$ cat src/rtl/pipe_hazard_ctrl_if.sv
// Signal bundle between the in-order pipeline (master) and pipe_hazard_ctrl (slave).
// The master drives ID-stage operand info and redirect events. It receives interlock, flush and bypass controls.
interface pipe_hazard_ctrl_if #(
    parameter int unsigned DEPTH = 3,
    parameter int unsigned RBITS = 5,
    parameter int unsigned SELW  = 3
);
    logic             id_valid;
    logic [RBITS-1:0] id_rs1;
    logic [RBITS-1:0] id_rs2;
    logic             id_rs1_used;
    logic             id_rs2_used;
    logic [RBITS-1:0] id_rd;
    logic             id_regwrite;
    logic             id_memread;
    logic             id_multi;
    logic             mc_done;
    logic             br_taken;

    logic             pc_write;
    logic             ifid_write;
    logic             idex_bubble;
    logic             ifid_flush;
    logic [DEPTH-1:0] flush_mask;
    logic [SELW-1:0]  fwd_a;
    logic [SELW-1:0]  fwd_b;
    logic [31:0]      stall_cnt;
    logic [31:0]      flush_cnt;

    modport master (
        output id_valid, id_rs1, id_rs2, id_rs1_used, id_rs2_used, id_rd,
               id_regwrite, id_memread, id_multi, mc_done, br_taken,
        input  pc_write, ifid_write, idex_bubble, ifid_flush, flush_mask,
               fwd_a, fwd_b, stall_cnt, flush_cnt
    );

    modport slave (
        input  id_valid, id_rs1, id_rs2, id_rs1_used, id_rs2_used, id_rd,
               id_regwrite, id_memread, id_multi, mc_done, br_taken,
        output pc_write, ifid_write, idex_bubble, ifid_flush, flush_mask,
               fwd_a, fwd_b, stall_cnt, flush_cnt
    );
endinterface

$ cat src/rtl/pipe_hazard_ctrl.sv
// Hazard controller for the in-order RV32 pipeline: shadow scoreboard, bypass select, load-use
// and multi-cycle interlocks, branch flush. Define HAZ_PERF_CNT_EN for stall/flush counters.
module pipe_hazard_ctrl #(
    parameter int unsigned DEPTH    = 3,
    parameter int unsigned RBITS    = 5,
    parameter int unsigned LOAD_LAT = 1,
    parameter int unsigned BR_STAGE = 2,
    parameter int unsigned SELW     = 3
) (
    input  logic              CLK,
    input  logic              RSTa,
    pipe_hazard_ctrl_if.slave hz_if
);

    localparam int unsigned      BR_MASK_INT = (1 << (BR_STAGE - 1)) - 1;
    localparam logic [DEPTH-1:0] BR_MASK     = DEPTH'(BR_MASK_INT);

    typedef enum logic {StIdle, StMcBusy} state_e;

    typedef struct packed {
        logic            lu;
        logic [SELW-1:0] sel;
    } byp_t;

    // Youngest matching stage wins; a load still inside LOAD_LAT cannot be a source.
    function automatic byp_t lookup(
        input logic             used,
        input logic [RBITS-1:0] rs,
        input logic [DEPTH:1]   vld,
        input logic [DEPTH:1]   ld,
        input logic [RBITS-1:0] rd [1:DEPTH]
    );
        byp_t res;
        logic hit;
        res = '0;
        hit = 1'b0;
        for (int k = 1; k <= DEPTH; k++) begin
            if (!hit && used && (rs != '0) && vld[k] && (rd[k] == rs)) begin
                hit = 1'b1;
                if (ld[k] && (k <= LOAD_LAT)) res.lu = 1'b1;
                else                          res.sel = SELW'(k);
            end
        end
        return res;
    endfunction

    logic [DEPTH:1]   r_vld;
    logic [DEPTH:1]   r_ld;
    logic [RBITS-1:0] r_rd [1:DEPTH];
    state_e           r_state;

    logic [DEPTH:1]   w_vld_nxt;
    logic [DEPTH:1]   w_ld_nxt;
    logic [RBITS-1:0] w_rd_nxt [1:DEPTH];
    state_e           w_state_nxt;

    byp_t             w_byp_a;
    byp_t             w_byp_b;
    logic             w_load_use;
    logic             w_busy_hold;
    logic             w_pc_write;
    logic             w_ifid_write;
    logic             w_idex_bubble;
    logic             w_ifid_flush;
    logic [DEPTH-1:0] w_flush_mask;

    assign w_byp_a    = lookup(hz_if.id_rs1_used, hz_if.id_rs1, r_vld, r_ld, r_rd);
    assign w_byp_b    = lookup(hz_if.id_rs2_used, hz_if.id_rs2, r_vld, r_ld, r_rd);
    assign w_load_use = hz_if.id_valid & (w_byp_a.lu | w_byp_b.lu);
    // The mc_done cycle releases the interlock so the MC op leaves EX on that edge.
    assign w_busy_hold = (r_state == StMcBusy) & ~hz_if.mc_done;

    always_comb begin
        w_pc_write    = 1'b1;
        w_ifid_write  = 1'b1;
        w_idex_bubble = 1'b0;
        w_ifid_flush  = 1'b0;
        w_flush_mask  = '0;
        if (hz_if.br_taken) begin
            w_idex_bubble = 1'b1;
            w_ifid_flush  = 1'b1;
            w_flush_mask  = BR_MASK;
        end else if (w_busy_hold) begin
            w_pc_write   = 1'b0;
            w_ifid_write = 1'b0;
        end else if (w_load_use) begin
            w_pc_write    = 1'b0;
            w_ifid_write  = 1'b0;
            w_idex_bubble = 1'b1;
        end
    end

    always_comb begin
        w_vld_nxt    = r_vld;
        w_ld_nxt     = r_ld;
        w_rd_nxt     = r_rd;
        w_state_nxt  = r_state;
        w_vld_nxt[1] = hz_if.id_valid & hz_if.id_regwrite & (hz_if.id_rd != '0) & ~w_idex_bubble;
        w_rd_nxt[1]  = hz_if.id_rd;
        w_ld_nxt[1]  = hz_if.id_memread;
        for (int k = 2; k <= DEPTH; k++) begin
            w_vld_nxt[k] = r_vld[k-1];
            w_rd_nxt[k]  = r_rd[k-1];
            w_ld_nxt[k]  = r_ld[k-1];
        end
        if (hz_if.br_taken) begin
            // Everything younger than the branch is killed on its way down the pipe.
            for (int k = 1; k <= BR_STAGE; k++) w_vld_nxt[k] = 1'b0;
            if (BR_STAGE > 1) w_state_nxt = StIdle;
        end else if (w_busy_hold) begin
            w_vld_nxt[1] = r_vld[1];
            w_rd_nxt[1]  = r_rd[1];
            w_ld_nxt[1]  = r_ld[1];
            w_vld_nxt[2] = 1'b0;
        end else if (hz_if.id_valid && hz_if.id_multi && !w_idex_bubble) begin
            w_state_nxt = StMcBusy;
        end else begin
            w_state_nxt = StIdle;
        end
    end

    always_ff @(negedge CLK or posedge RSTa) begin
        if (RSTa) begin
            r_vld   <= '0;
            r_ld    <= '0;
            r_rd    <= '{default: '0};
            r_state <= StIdle;
        end else begin
            r_vld   <= w_vld_nxt;
            r_ld    <= w_ld_nxt;
            r_rd    <= w_rd_nxt;
            r_state <= w_state_nxt;
        end
    end

`ifdef HAZ_PERF_CNT_EN
    logic [31:0] r_stall_cnt;
    logic [31:0] r_flush_cnt;

    always_ff @(negedge CLK or posedge RSTa) begin
        if (RSTa) begin
            r_stall_cnt <= '0;
            r_flush_cnt <= '0;
        end else begin
            if (!w_pc_write && !hz_if.br_taken) r_stall_cnt <= r_stall_cnt + 32'd1;
            if (hz_if.br_taken)                 r_flush_cnt <= r_flush_cnt + 32'd1;
        end
    end

    assign hz_if.stall_cnt = r_stall_cnt;
    assign hz_if.flush_cnt = r_flush_cnt;
`else
    assign hz_if.stall_cnt = '0;
    assign hz_if.flush_cnt = '0;
`endif

    assign hz_if.pc_write    = w_pc_write;
    assign hz_if.ifid_write  = w_ifid_write;
    assign hz_if.idex_bubble = w_idex_bubble;
    assign hz_if.ifid_flush  = w_ifid_flush;
    assign hz_if.flush_mask  = w_flush_mask;
    assign hz_if.fwd_a       = w_byp_a.sel;
    assign hz_if.fwd_b       = w_byp_b.sel;

endmodule

$ cat src/flat_wrapper.sv
// flat-port wrapper written by rule: the top's interface ports become plain ports
module pipe_hazard_ctrl_flat 
#(
    parameter int unsigned DEPTH    = 3,
    parameter int unsigned RBITS    = 5,
    parameter int unsigned LOAD_LAT = 1,
    parameter int unsigned BR_STAGE = 2,
    parameter int unsigned SELW     = 3
)
  (CLK, RSTa, hz_if_id_valid, hz_if_id_rs1, hz_if_id_rs2, hz_if_id_rs1_used, hz_if_id_rs2_used, hz_if_id_rd, hz_if_id_regwrite, hz_if_id_memread, hz_if_id_multi, hz_if_mc_done, hz_if_br_taken, hz_if_pc_write, hz_if_ifid_write, hz_if_idex_bubble, hz_if_ifid_flush, hz_if_flush_mask, hz_if_fwd_a, hz_if_fwd_b, hz_if_stall_cnt, hz_if_flush_cnt);
  pipe_hazard_ctrl_if #(.DEPTH(DEPTH), .RBITS(RBITS), .SELW(SELW)) hz_if_i ();
  input  logic CLK;
  input  logic RSTa;
  input wire logic [$bits(hz_if_i.id_valid)-1:0] hz_if_id_valid;
  input wire logic [$bits(hz_if_i.id_rs1)-1:0] hz_if_id_rs1;
  input wire logic [$bits(hz_if_i.id_rs2)-1:0] hz_if_id_rs2;
  input wire logic [$bits(hz_if_i.id_rs1_used)-1:0] hz_if_id_rs1_used;
  input wire logic [$bits(hz_if_i.id_rs2_used)-1:0] hz_if_id_rs2_used;
  input wire logic [$bits(hz_if_i.id_rd)-1:0] hz_if_id_rd;
  input wire logic [$bits(hz_if_i.id_regwrite)-1:0] hz_if_id_regwrite;
  input wire logic [$bits(hz_if_i.id_memread)-1:0] hz_if_id_memread;
  input wire logic [$bits(hz_if_i.id_multi)-1:0] hz_if_id_multi;
  input wire logic [$bits(hz_if_i.mc_done)-1:0] hz_if_mc_done;
  input wire logic [$bits(hz_if_i.br_taken)-1:0] hz_if_br_taken;
  output wire logic [$bits(hz_if_i.pc_write)-1:0] hz_if_pc_write;
  output wire logic [$bits(hz_if_i.ifid_write)-1:0] hz_if_ifid_write;
  output wire logic [$bits(hz_if_i.idex_bubble)-1:0] hz_if_idex_bubble;
  output wire logic [$bits(hz_if_i.ifid_flush)-1:0] hz_if_ifid_flush;
  output wire logic [$bits(hz_if_i.flush_mask)-1:0] hz_if_flush_mask;
  output wire logic [$bits(hz_if_i.fwd_a)-1:0] hz_if_fwd_a;
  output wire logic [$bits(hz_if_i.fwd_b)-1:0] hz_if_fwd_b;
  output wire logic [$bits(hz_if_i.stall_cnt)-1:0] hz_if_stall_cnt;
  output wire logic [$bits(hz_if_i.flush_cnt)-1:0] hz_if_flush_cnt;
  assign hz_if_i.id_valid = hz_if_id_valid;
  assign hz_if_i.id_rs1 = hz_if_id_rs1;
  assign hz_if_i.id_rs2 = hz_if_id_rs2;
  assign hz_if_i.id_rs1_used = hz_if_id_rs1_used;
  assign hz_if_i.id_rs2_used = hz_if_id_rs2_used;
  assign hz_if_i.id_rd = hz_if_id_rd;
  assign hz_if_i.id_regwrite = hz_if_id_regwrite;
  assign hz_if_i.id_memread = hz_if_id_memread;
  assign hz_if_i.id_multi = hz_if_id_multi;
  assign hz_if_i.mc_done = hz_if_mc_done;
  assign hz_if_i.br_taken = hz_if_br_taken;
  assign hz_if_pc_write = hz_if_i.pc_write;
  assign hz_if_ifid_write = hz_if_i.ifid_write;
  assign hz_if_idex_bubble = hz_if_i.idex_bubble;
  assign hz_if_ifid_flush = hz_if_i.ifid_flush;
  assign hz_if_flush_mask = hz_if_i.flush_mask;
  assign hz_if_fwd_a = hz_if_i.fwd_a;
  assign hz_if_fwd_b = hz_if_i.fwd_b;
  assign hz_if_stall_cnt = hz_if_i.stall_cnt;
  assign hz_if_flush_cnt = hz_if_i.flush_cnt;
  pipe_hazard_ctrl #(.DEPTH(DEPTH), .RBITS(RBITS), .LOAD_LAT(LOAD_LAT), .BR_STAGE(BR_STAGE), .SELW(SELW)) u_core (.CLK(CLK), .RSTa(RSTa), .hz_if(hz_if_i));
endmodule
$ cat config.mk
export PLATFORM = sky130hd
export DESIGN_NAME = pipe_hazard_ctrl_flat
export DESIGN_NICKNAME = d
export VERILOG_FILES = /design/src/rtl/pipe_hazard_ctrl_if.sv /design/src/rtl/pipe_hazard_ctrl.sv /design/src/flat_wrapper.sv
export SDC_FILE = /design/constraint.sdc
export NUM_CORES = 1
export LEC_CHECK = 0
export ABC_AREA = 1
export BUFFER_PORTS_ARGS = -buffer_cell sky130_fd_sc_hd__buf_2
export CORE_MARGIN = 1.5
export CORE_UTILIZATION = 25
export CTS_CLUSTER_DIAMETER = 120
export CTS_CLUSTER_SIZE = 8
export DETAILED_ROUTE_END_ITERATION = 16
export PLACE_DENSITY = 0.55
export SLEW_MARGIN = 5
export SYNTH_ARGS = -nofsm -noshare
export SYNTH_HDL_FRONTEND = slang
export SYNTH_SLANG_ARGS = --single-unit
$ cat constraint.sdc
create_clock -name CLK -period 3 [get_ports CLK]
set_input_delay 0.9 -clock CLK [delete_from_list [all_inputs] [get_ports CLK]]
set_output_delay 0.9 -clock CLK [all_outputs]
set_load 0.02 [all_outputs]
==> impl_metrics.toml, run 1 <==
[run_status]
status = "finished with violations"
violations = "negative setup slack"

[yosys]
synth_area_um2 = 1783
yosys.area.top_type_share_pct = 29.89
synth_common_cells = "buf_4 (71), nand2_1 (49), inv_1 (32)"
yosysMostFrequentCell = "buf_4"
yosys-top-cells-area = "buf_4 (30%), dfrtn_1 (28%), nand2_1 (10%), inv_1 (6.7%), nor2_1 (4.8%)"
syn_inst = 255
yosysSeqAreaShare_pct = 28.07
synthArstFlopShare_pct = 100.0
yosys_most_used_dff = "dfrtn_1"
ys_ff_latch = 20
synth_edf_count = 0
avgSynthCellArea_um2 = 6.992
yosysWarnings = 0
synth_cell_types = 24
synth_top_area_cell = "buf_4"

[setup_path]
worstPathMaxFanout = 4
rr_endpoint = "u_core.r_vld[1]$_DFFE_NP0P_"
critPathArrivalTime_ns = 3.17
path_common_cell = "nand2_4"
path_buf_inv = 2
path_cells = "inv_2 -> nand2_1 -> nand3_2 -> nor2_4 -> nand3_4 -> nand2_4 -> nand2_4 -> o21ai_2 -> buf_6"
crit_family = "simple AND/OR/NAND/NOR gates"
r2r-start = "u_core.r_rd[10]$_DFFE_NP0P_"
slowest_delay_ns = 0.45
critical_path_required_ns = 2.10
critPathKind = "reg2out"
startpoint_type = "register"
slowest_stage = "dfrtn_1"
end_kind = "output pin"
reg2reg_slack_ns = 1.54
worstRegToRegCells = 10

[global_routing]
grt_start_max_net_pins = 21
grt_pass1_wl_um = 6686
antenna_found_initial = 0
grt_pass1_vias = 1434
grt_usage_pct = 11.23
grt-ovfl-total = 0

[floorplan]
io_pins = 102
row_count = 30
die_y_um = 87.45
design.die.area_um2 = 7648
coreArea_um2 = 6832
fp.dieW_um = 87.45
start_util_pct = 26.10

[route]
postRouteAntennaNets = 0
wl_um = 4370
first_pass_iters = 4
routedWlPerCell_um = 9.954
via_per_inst = 3.704
via_count = 1626
drc = 0
drt_first_iter_violations = 41

[worst_hold_path]
holdPathEnd = "u_core.r_rd[8]$_DFF_NP0_"
min_path_cells = 0
hp-class = "reg2reg"
holdCritStartpoint = "u_core.r_rd[13]$_DFFE_NP0P_"

[cts]
cts_tree = "built"
cts_root_buf = "clkbuf_8"
cts_buffers = 3
insertion_delay_ns = 0.28
htree_levels = 1
clock_path_buffers = 2
clkTransAtPathRegs_ns = 0.05
clock-sinks = 20

[sta]
grt_setup_unrepaired = "true"
finalSetupViolations = 9
hold_violations = 0
whs_ns = 0.3380
drv_slew = 0
setup_ws_ns = -1.074
finClkSkew_ns = 0.0005909

[placement]
place_inst = 421
dp_hpwl_um = 3381
numPortBuffers = 33
placed_area_um2 = 2147
place_ws_ns = -0.7893
gp_congestion = 0.8184

[layout]
design_area_um2 = 2501
syn2layout_area_growth_pct = 40.28
drive_gt1_share_pct = 41.11
final_cells = 439
final_util_pct = 36.61
nets = 369
n_fill_cell = 754
n_antenna_cell = 0

[power]
ir_drop_mv = 0.1448
cellLeakagePower_uw = 0.001391
p_per_area_nw_per_um2 = 315.7

[job]
maxCapViolations = 0
-- how the worst max path moves through the flow --
stage / startpoint / endpoint / cells after the start
after floorplan: u_core.r_rd[13]$_DFFE_NP0P_ / hz_if_pc_write / 10
after global placement: u_core.r_rd[10]$_DFFE_NP0P_ / hz_if_ifid_write / 10
after detailed placement: u_core.r_rd[10]$_DFFE_NP0P_ / hz_if_pc_write / 10
after CTS: u_core.r_rd[13]$_DFFE_NP0P_ / hz_if_idex_bubble / 9
after global routing: u_core.r_rd[13]$_DFFE_NP0P_ / hz_if_idex_bubble / 9
final: u_core.r_rd[10]$_DFFE_NP0P_ / hz_if_idex_bubble / 9
-- registers in the layout (all words and copies together) (netlist names) --
signal and flops:
u_core.r_state 1, u_core.r_ld 1, u_core.r_vld 3, u_core.r_rd 15
-- cell usage in the layout (no fill, tap or decap), types with 10 or more instances in the layout --
master   count
nand2_1     35
conb_1      68
dfrtn_1     20
buf_2       17
buf_6       15
buf_4       57
inv_2       10
nor2_1      20
nand2_2     11
inv_1       23
-- per-stage QoR --
| stage | power, uW | TNS [ns] |
|---|---|---|
| 6_report | 789.6 | -7.562 |
| 5_1_grt | 841.1 | -8.396 |
| 4_1_cts | 770.2 | -7.412 |
| 3_5_place_dp | 540.3 | -7.635 |
| 3_3_place_gp | 538.8 | -7.353 |
| 2_1_floorplan | 523.3 | -4.658 |
-- power by group --
group | switching (uW) | internal [uW] | total (uW)
sequential | 15.2 | 289 | 304
combinational | 174 | 99.5 | 273
clock | 95.4 | 117 | 213
-- layout make-up --
type	instances	area, um2	share of cell area, %
Timing Repair Buffer	89	681.9	27.26
Multi-Input combinational cell	194	1001	40.02
Tap cell	96	120.1	4.802
Inverter	36	142.6	5.703
Clock buffer	4	55.05	2.201
Sequential cell	20	500.5	20.01
-- layer usage --
layer	vias to the layer above	share of wire, %	global-route usage (%)
li1	831	-	-
met1	714	46	15.89
met2	76	47	17.41
met3	5	5.9	1.611
met4	0	1.3	3.752
met5	-	0	0
-- logic make-up after synthesis --
family	Yosys count	share of synthesized area, %
buffers and inverters	108	37.75
and+or+nand+nor	95	23.37
AOI/OAI and AO/OA	27	8.631
DFF	20	28.07
xor gates and xnor gates	4	1.965
other	1	0.2103
-- repair_timing --
action / 4_1_cts / 5_1_grt
gates resized for setup: 22 / 47
hold endpoints to repair: 0 / 0
hold buffers: 0 / 0
pin swaps: 9 / 23
buffers inserted: 9 / 5
setup endpoints to repair: 9 / 15
(Power assumes the default switching activity.)
==> inputs of run 2 (changes only) <==
RECOVER_POWER = 25   (was unset)
==> run 2 against run 1 <==
Compared with the run above: the flow still finishes with violations (negative setup slack); clock power about the same; global-route usage unchanged; core utilization decreased by 0.055 points; cell count unchanged; critical path depth unchanged; worst hold slack about the same; largest cell class unchanged; first-iteration DRC count unchanged; setup slack improved by 0.00096 ns; sequential cell count unchanged.
==> impl_metrics.toml, run 2 (same netlist as run 1, synthesis figures left out) <==
[layout]
n_fill_cell = 756
drive_gt1_share_pct = 40.82
design_area_um2 = 2497
final_cell_mix = "conb_1 (68), buf_4 (55), nand2_1 (35), inv_1 (23)"
n_antenna_cell = 0
reg_top3 = "u_core.r_rd x15, u_core.r_vld x3"
nets = 369
largest-register = "u_core.r_rd"
syn2layout_area_growth_pct = 40.07
layout_commonest_cell = "conb_1"
largest_register_ffs = 15

[sta]
finClkSkew_ns = 0.0007938
drv_slew = 0
setup_ws_ns = -1.073
tns_ns = -7.540
hold_violations = 0
grt_setup_unrepaired = "true"
finalSetupViolations = 9

[power]
p_sw_share_pct = 36.04
seq_power_share_pct = 38.5
power_frac_comb_pct = 34.5
cellLeakagePower_uw = 0.001387
p_sw_uw = 284.3
pwr-share-clk_pct = 27.0
p_per_area_nw_per_um2 = 315.9
ir_drop_mv = 0.1451
p_int_uw = 504.5

[route]
postRouteAntennaNets = 0
drt_first_iter_violations = 41
wl_um = 4343
via_count = 1619
routedWlPerCell_um = 9.893
drc = 0
first_pass_iters = 4
via_per_inst = 3.688

[floorplan]
io_pins = 102
row_count = 30
die_y_um = 87.45
fp.dieW_um = 87.45
design.die.area_um2 = 7648
coreArea_um2 = 6832
start_util_pct = 26.10

[setup_path]
slowest_stage = "dfrtn_1"
path_common_cell = "nand2_4"
startpoint_type = "register"
path_cells = "inv_2 -> nand2_1 -> nand3_2 -> nor2_4 -> nand3_4 -> nand2_4 -> nand2_4 -> o21ai_2 -> buf_6"
critPathArrivalTime_ns = 3.17
critical_path_required_ns = 2.10
critPathKind = "reg2out"
worstPathMaxFanout = 4
slowest_delay_ns = 0.45
end_kind = "output pin"

[job]
maxCapViolations = 0

[global_routing]
grt_usage_pct = 11.23
grt_pass1_vias = 1434
grt-ovfl-total = 0
grt_start_max_net_pins = 21
grt_pass1_wl_um = 6686
antenna_found_initial = 0

[cts]
cts_tree = "built"
cts_root_buf = "clkbuf_8"
htree_levels = 1
clock-sinks = 20
cts_buffers = 3
clkTransAtPathRegs_ns = 0.05
insertion_delay_ns = 0.28
clock_path_buffers = 2

[run_status]
violations = "negative setup slack"
status = "finished with violations"

[placement]
gp_congestion = 0.8184
numPortBuffers = 33
placed_area_um2 = 2147
dp_hpwl_um = 3381

[worst_hold_path]
hp-class = "reg2reg"
run 2: worst max-delay path, delay by kind of cell, from the launching register on:
| kind | cells | cell delay [ns] |
|---|---|---|
| flip-flops | 1 | 0.45 |
| AO/OA/AOI/OAI | 1 | 0.15 |
| AND/OR/NAND/NOR | 6 | 0.60 |
| buffers and inverters | 2 | 0.18 |
run 2: power groups by stage:
stage	Combinational [uW]	Clock (uW)	Sequential, uW
global placement	231	0	308
finish	272	213	304
floorplan	219	0	304
detailed placement	232	0	309
CTS	248	219	303
global route	300	234	306
run 2: worst paths after layout:
| check | from | end | slack [ns] | cells after the start |
|---|---|---|---|---|
| max in group asynchronous | RSTa | u_core.r_rd[12]$_DFFE_NP0P_ | 0.73 | 3 |
| worst min register to register | u_core.r_rd[13]$_DFFE_NP0P_ | u_core.r_rd[8]$_DFF_NP0_ | 0.34 | 0 |
| worst min-delay path | u_core.r_rd[13]$_DFFE_NP0P_ | u_core.r_rd[8]$_DFF_NP0_ | 0.34 | 0 |
| worst max register to register | u_core.r_rd[10]$_DFFE_NP0P_ | u_core.r_vld[1]$_DFFE_NP0P_ | 1.54 | 10 |
| min in group asynchronous | RSTa | u_core.r_rd[10]$_DFFE_NP0P_ | 2.02 | 3 |
| worst max-delay path | u_core.r_rd[10]$_DFFE_NP0P_ | hz_if_idex_bubble | -1.07 | 9 |
run 2: layout make-up:
type	count	area, um2	share of cell area (%)
inverters	36	142.6	5.711
well taps	96	120.1	4.810
multi-input cells	194	1001	40.08
clock buffers	4	55.05	2.204
repair buffers	89	678.2	27.15
flip-flops and latches	20	500.5	20.04
run 2: per-layer routing:
layer / global-route usage [%] / wire [um] / up-vias
met3: 1.611 / 263 / 5
met5: 0 / 0 / -
met4: 3.752 / 57 / 0
met2: 17.41 / 2036 / 76
met1: 15.89 / 1985 / 706
li1: - / - / 832
run 2: per-stage QoR:
stage	setup WS (ns)	total power, uW	hold WS, ns	instances	util (%)
6_report	-1.073	788.8	0.3380	439	36.56
5_1_grt	-1.176	840.3	0.3436	439	36.56
3_5_place_dp	-0.7893	540.3	0.3387	421	31.43
2_1_floorplan	-0.6537	523.3	0.3218	322	-
4_1_cts	-1.021	770.2	0.3388	434	34.16
3_3_place_gp	-0.7509	538.8	0.3342	421	31.43
run 2: repair_timing:
action,in CTS,in global routing
setup endpoints to repair,9,15
hold buffers,0,0
endpoints found under the hold margin,0,0
pin swaps,9,23
gates resized for setup,22,47
buffers inserted,9,5
cloned,0,0
==> inputs of run 3 (changes only) <==
RECOVER_POWER = 50   (was 25)
==> run 3 against run 2 <==
Compared with the run above: the flow still finishes with violations (negative setup slack); combinational power about the same; non-clock buffer count unchanged; first-iteration DRC count decreased by 2.4%; setup slack got worse by 0.0015 ns; clock power about the same; critical path depth unchanged; largest power group unchanged.
==> impl_metrics.toml, run 3 (same netlist as run 1, synthesis figures left out) <==
[setup_path]
end_kind = "output pin"
critical_path_required_ns = 2.10
cp-startpoint = "u_core.r_rd[10]$_DFFE_NP0P_"
startpoint_type = "register"
worstRegToRegCells = 10
reg2reg_slack_ns = 1.54
r2r-start = "u_core.r_rd[10]$_DFFE_NP0P_"
rr_endpoint = "u_core.r_vld[1]$_DFFE_NP0P_"
critPathArrivalTime_ns = 3.17
worstPathMaxFanout = 4
critPathKind = "reg2out"

[layout]
design_area_um2 = 2485
drive_gt1_share_pct = 39.94
largest-register = "u_core.r_rd"
reg_top3 = "u_core.r_rd x15, u_core.r_vld x3"
n_fill_cell = 757
largest_register_ffs = 15
n_antenna_cell = 0
nets = 369
final_cell_mix = "conb_1 (68), buf_4 (54), nand2_1 (35), inv_1 (23)"
syn2layout_area_growth_pct = 39.37
layout_commonest_cell = "conb_1"

[power]
p_sw_share_pct = 36.11
report.power.total_uw = 786.3
p_int_uw = 502.4
pwr-share-clk_pct = 27.1
p_per_area_nw_per_um2 = 316.5
seq_power_share_pct = 38.6
power_frac_comb_pct = 34.3
ir_drop_mv = 0.1442
cellLeakagePower_uw = 0.001376
p_sw_uw = 284.0

[floorplan]
coreArea_um2 = 6832
die_y_um = 87.45
start_util_pct = 26.10
row_count = 30
fp.dieW_um = 87.45
io_pins = 102
design.die.area_um2 = 7648

[cts]
insertion_delay_ns = 0.28
cts_tree = "built"
clock_path_buffers = 2
cts_buffers = 3
clock-sinks = 20
cts_root_buf = "clkbuf_8"
clkTransAtPathRegs_ns = 0.05
htree_levels = 1

[route]
routedLengthMet1_um = 1980
met3_length_um = 256
drt_first_iter_violations = 40
via_per_inst = 3.686
highest_layer = "met4"
drc = 0
routedWlPerCell_um = 9.893
routed-wl-met2_um = 2048
wl_um = 4343
postRouteAntennaNets = 0
first_pass_iters = 4
via_count = 1618

[sta]
tns_ns = -7.583
drv_slew = 0
grt_setup_unrepaired = "true"
slew_headroom_pct = 65.55
worst_pin_slew_ns = 0.5167
finClkSkew_ns = 0.0009072
finalSetupViolations = 9
hold_violations = 0
setup_ws_ns = -1.074

[global_routing]
grt_pass1_wl_um = 6686
antenna_found_initial = 0
grt_pass1_vias = 1434
grt_usage_pct = 11.23
grt_start_max_net_pins = 21
grt-ovfl-total = 0

[job]
maxCapViolations = 0

[worst_hold_path]
min_path_cells = 0
holdCritStartpoint = "u_core.r_rd[13]$_DFFE_NP0P_"
holdPathEnd = "u_core.r_rd[8]$_DFF_NP0_"
hp-class = "reg2reg"

[placement]
gp_congestion = 0.8184
placed_area_um2 = 2147
numPortBuffers = 33
dp_hpwl_um = 3381

[run_status]
status = "finished with violations"
violations = "negative setup slack"
run 3: changes by cell type in the layout (fill, tap and decap cells not counted):
cell      delta
clkbuf_1     +3
buf_2        -2
buf_6        -1
buf_4        -1
clkbuf_2     +1
run 3: power groups by stage:
| stage | registers, uW | clock network [uW] | logic (uW) |
|---|---|---|---|
| after CTS | 303 | 219 | 248 |
| after detailed placement | 309 | 0 | 232 |
| after floorplan | 304 | 0 | 219 |
| after global routing | 306 | 234 | 298 |
| after global placement | 308 | 0 | 231 |
| final | 304 | 213 | 270 |
run 3: how the worst max path moves through the flow:
stage	slack (ns)	endpoint
6_report	-1.07	hz_if_idex_bubble
5_1_grt	-1.18	hz_if_idex_bubble
4_1_cts	-1.02	hz_if_idex_bubble
3_5_place_dp	-0.79	hz_if_pc_write
3_3_place_gp	-0.75	hz_if_ifid_write
2_1_floorplan	-0.65	hz_if_pc_write
run 3: final cells by class:
type	instances	area [um2]	share of cell area, %
repair buffers	89	665.6	26.79
flip-flops and latches	20	500.5	20.14
clock buffers	4	55.05	2.216
inverters	36	142.6	5.740
multi-input cells	194	1001	40.28
well taps	96	120.1	4.834
run 3: layer usage:
layer	GRT usage [%]	vias up
li1	-	832
met1	15.89	707
met2	17.41	74
met3	1.611	5
met4	3.752	0
met5	0	-
run 3: what timing repair did:
action | CTS | global route
resized for setup | 22 | 47
pin swaps | 9 | 23
setup buffers | 9 | 5
endpoints found under the setup margin | 9 | 15
hold buffers | 0 | 0
run 3: per-stage QoR:
step | setup WS [ns] | instances | hold WS [ns] | util (%)
4_1_cts | -1.021 | 434 | 0.3388 | 34.16
2_1_floorplan | -0.6537 | 322 | 0.3218 | -
6_report | -1.074 | 439 | 0.3380 | 36.37
5_1_grt | -1.176 | 439 | 0.3436 | 36.37
3_3_place_gp | -0.7509 | 421 | 0.3342 | 31.43
3_5_place_dp | -0.7893 | 421 | 0.3387 | 31.43
run 3: worst max-delay path, cell delays in order, from the launching register on:
cell and delay (ns):
dfrtn_1 0.36, clkbuf_1 0.14, nand2_1 0.09, nand3_2 0.09
nor2_4 0.16, nand3_4 0.10, nand2_4 0.09, nand2_4 0.07
o21ai_2 0.15, buf_6 0.13
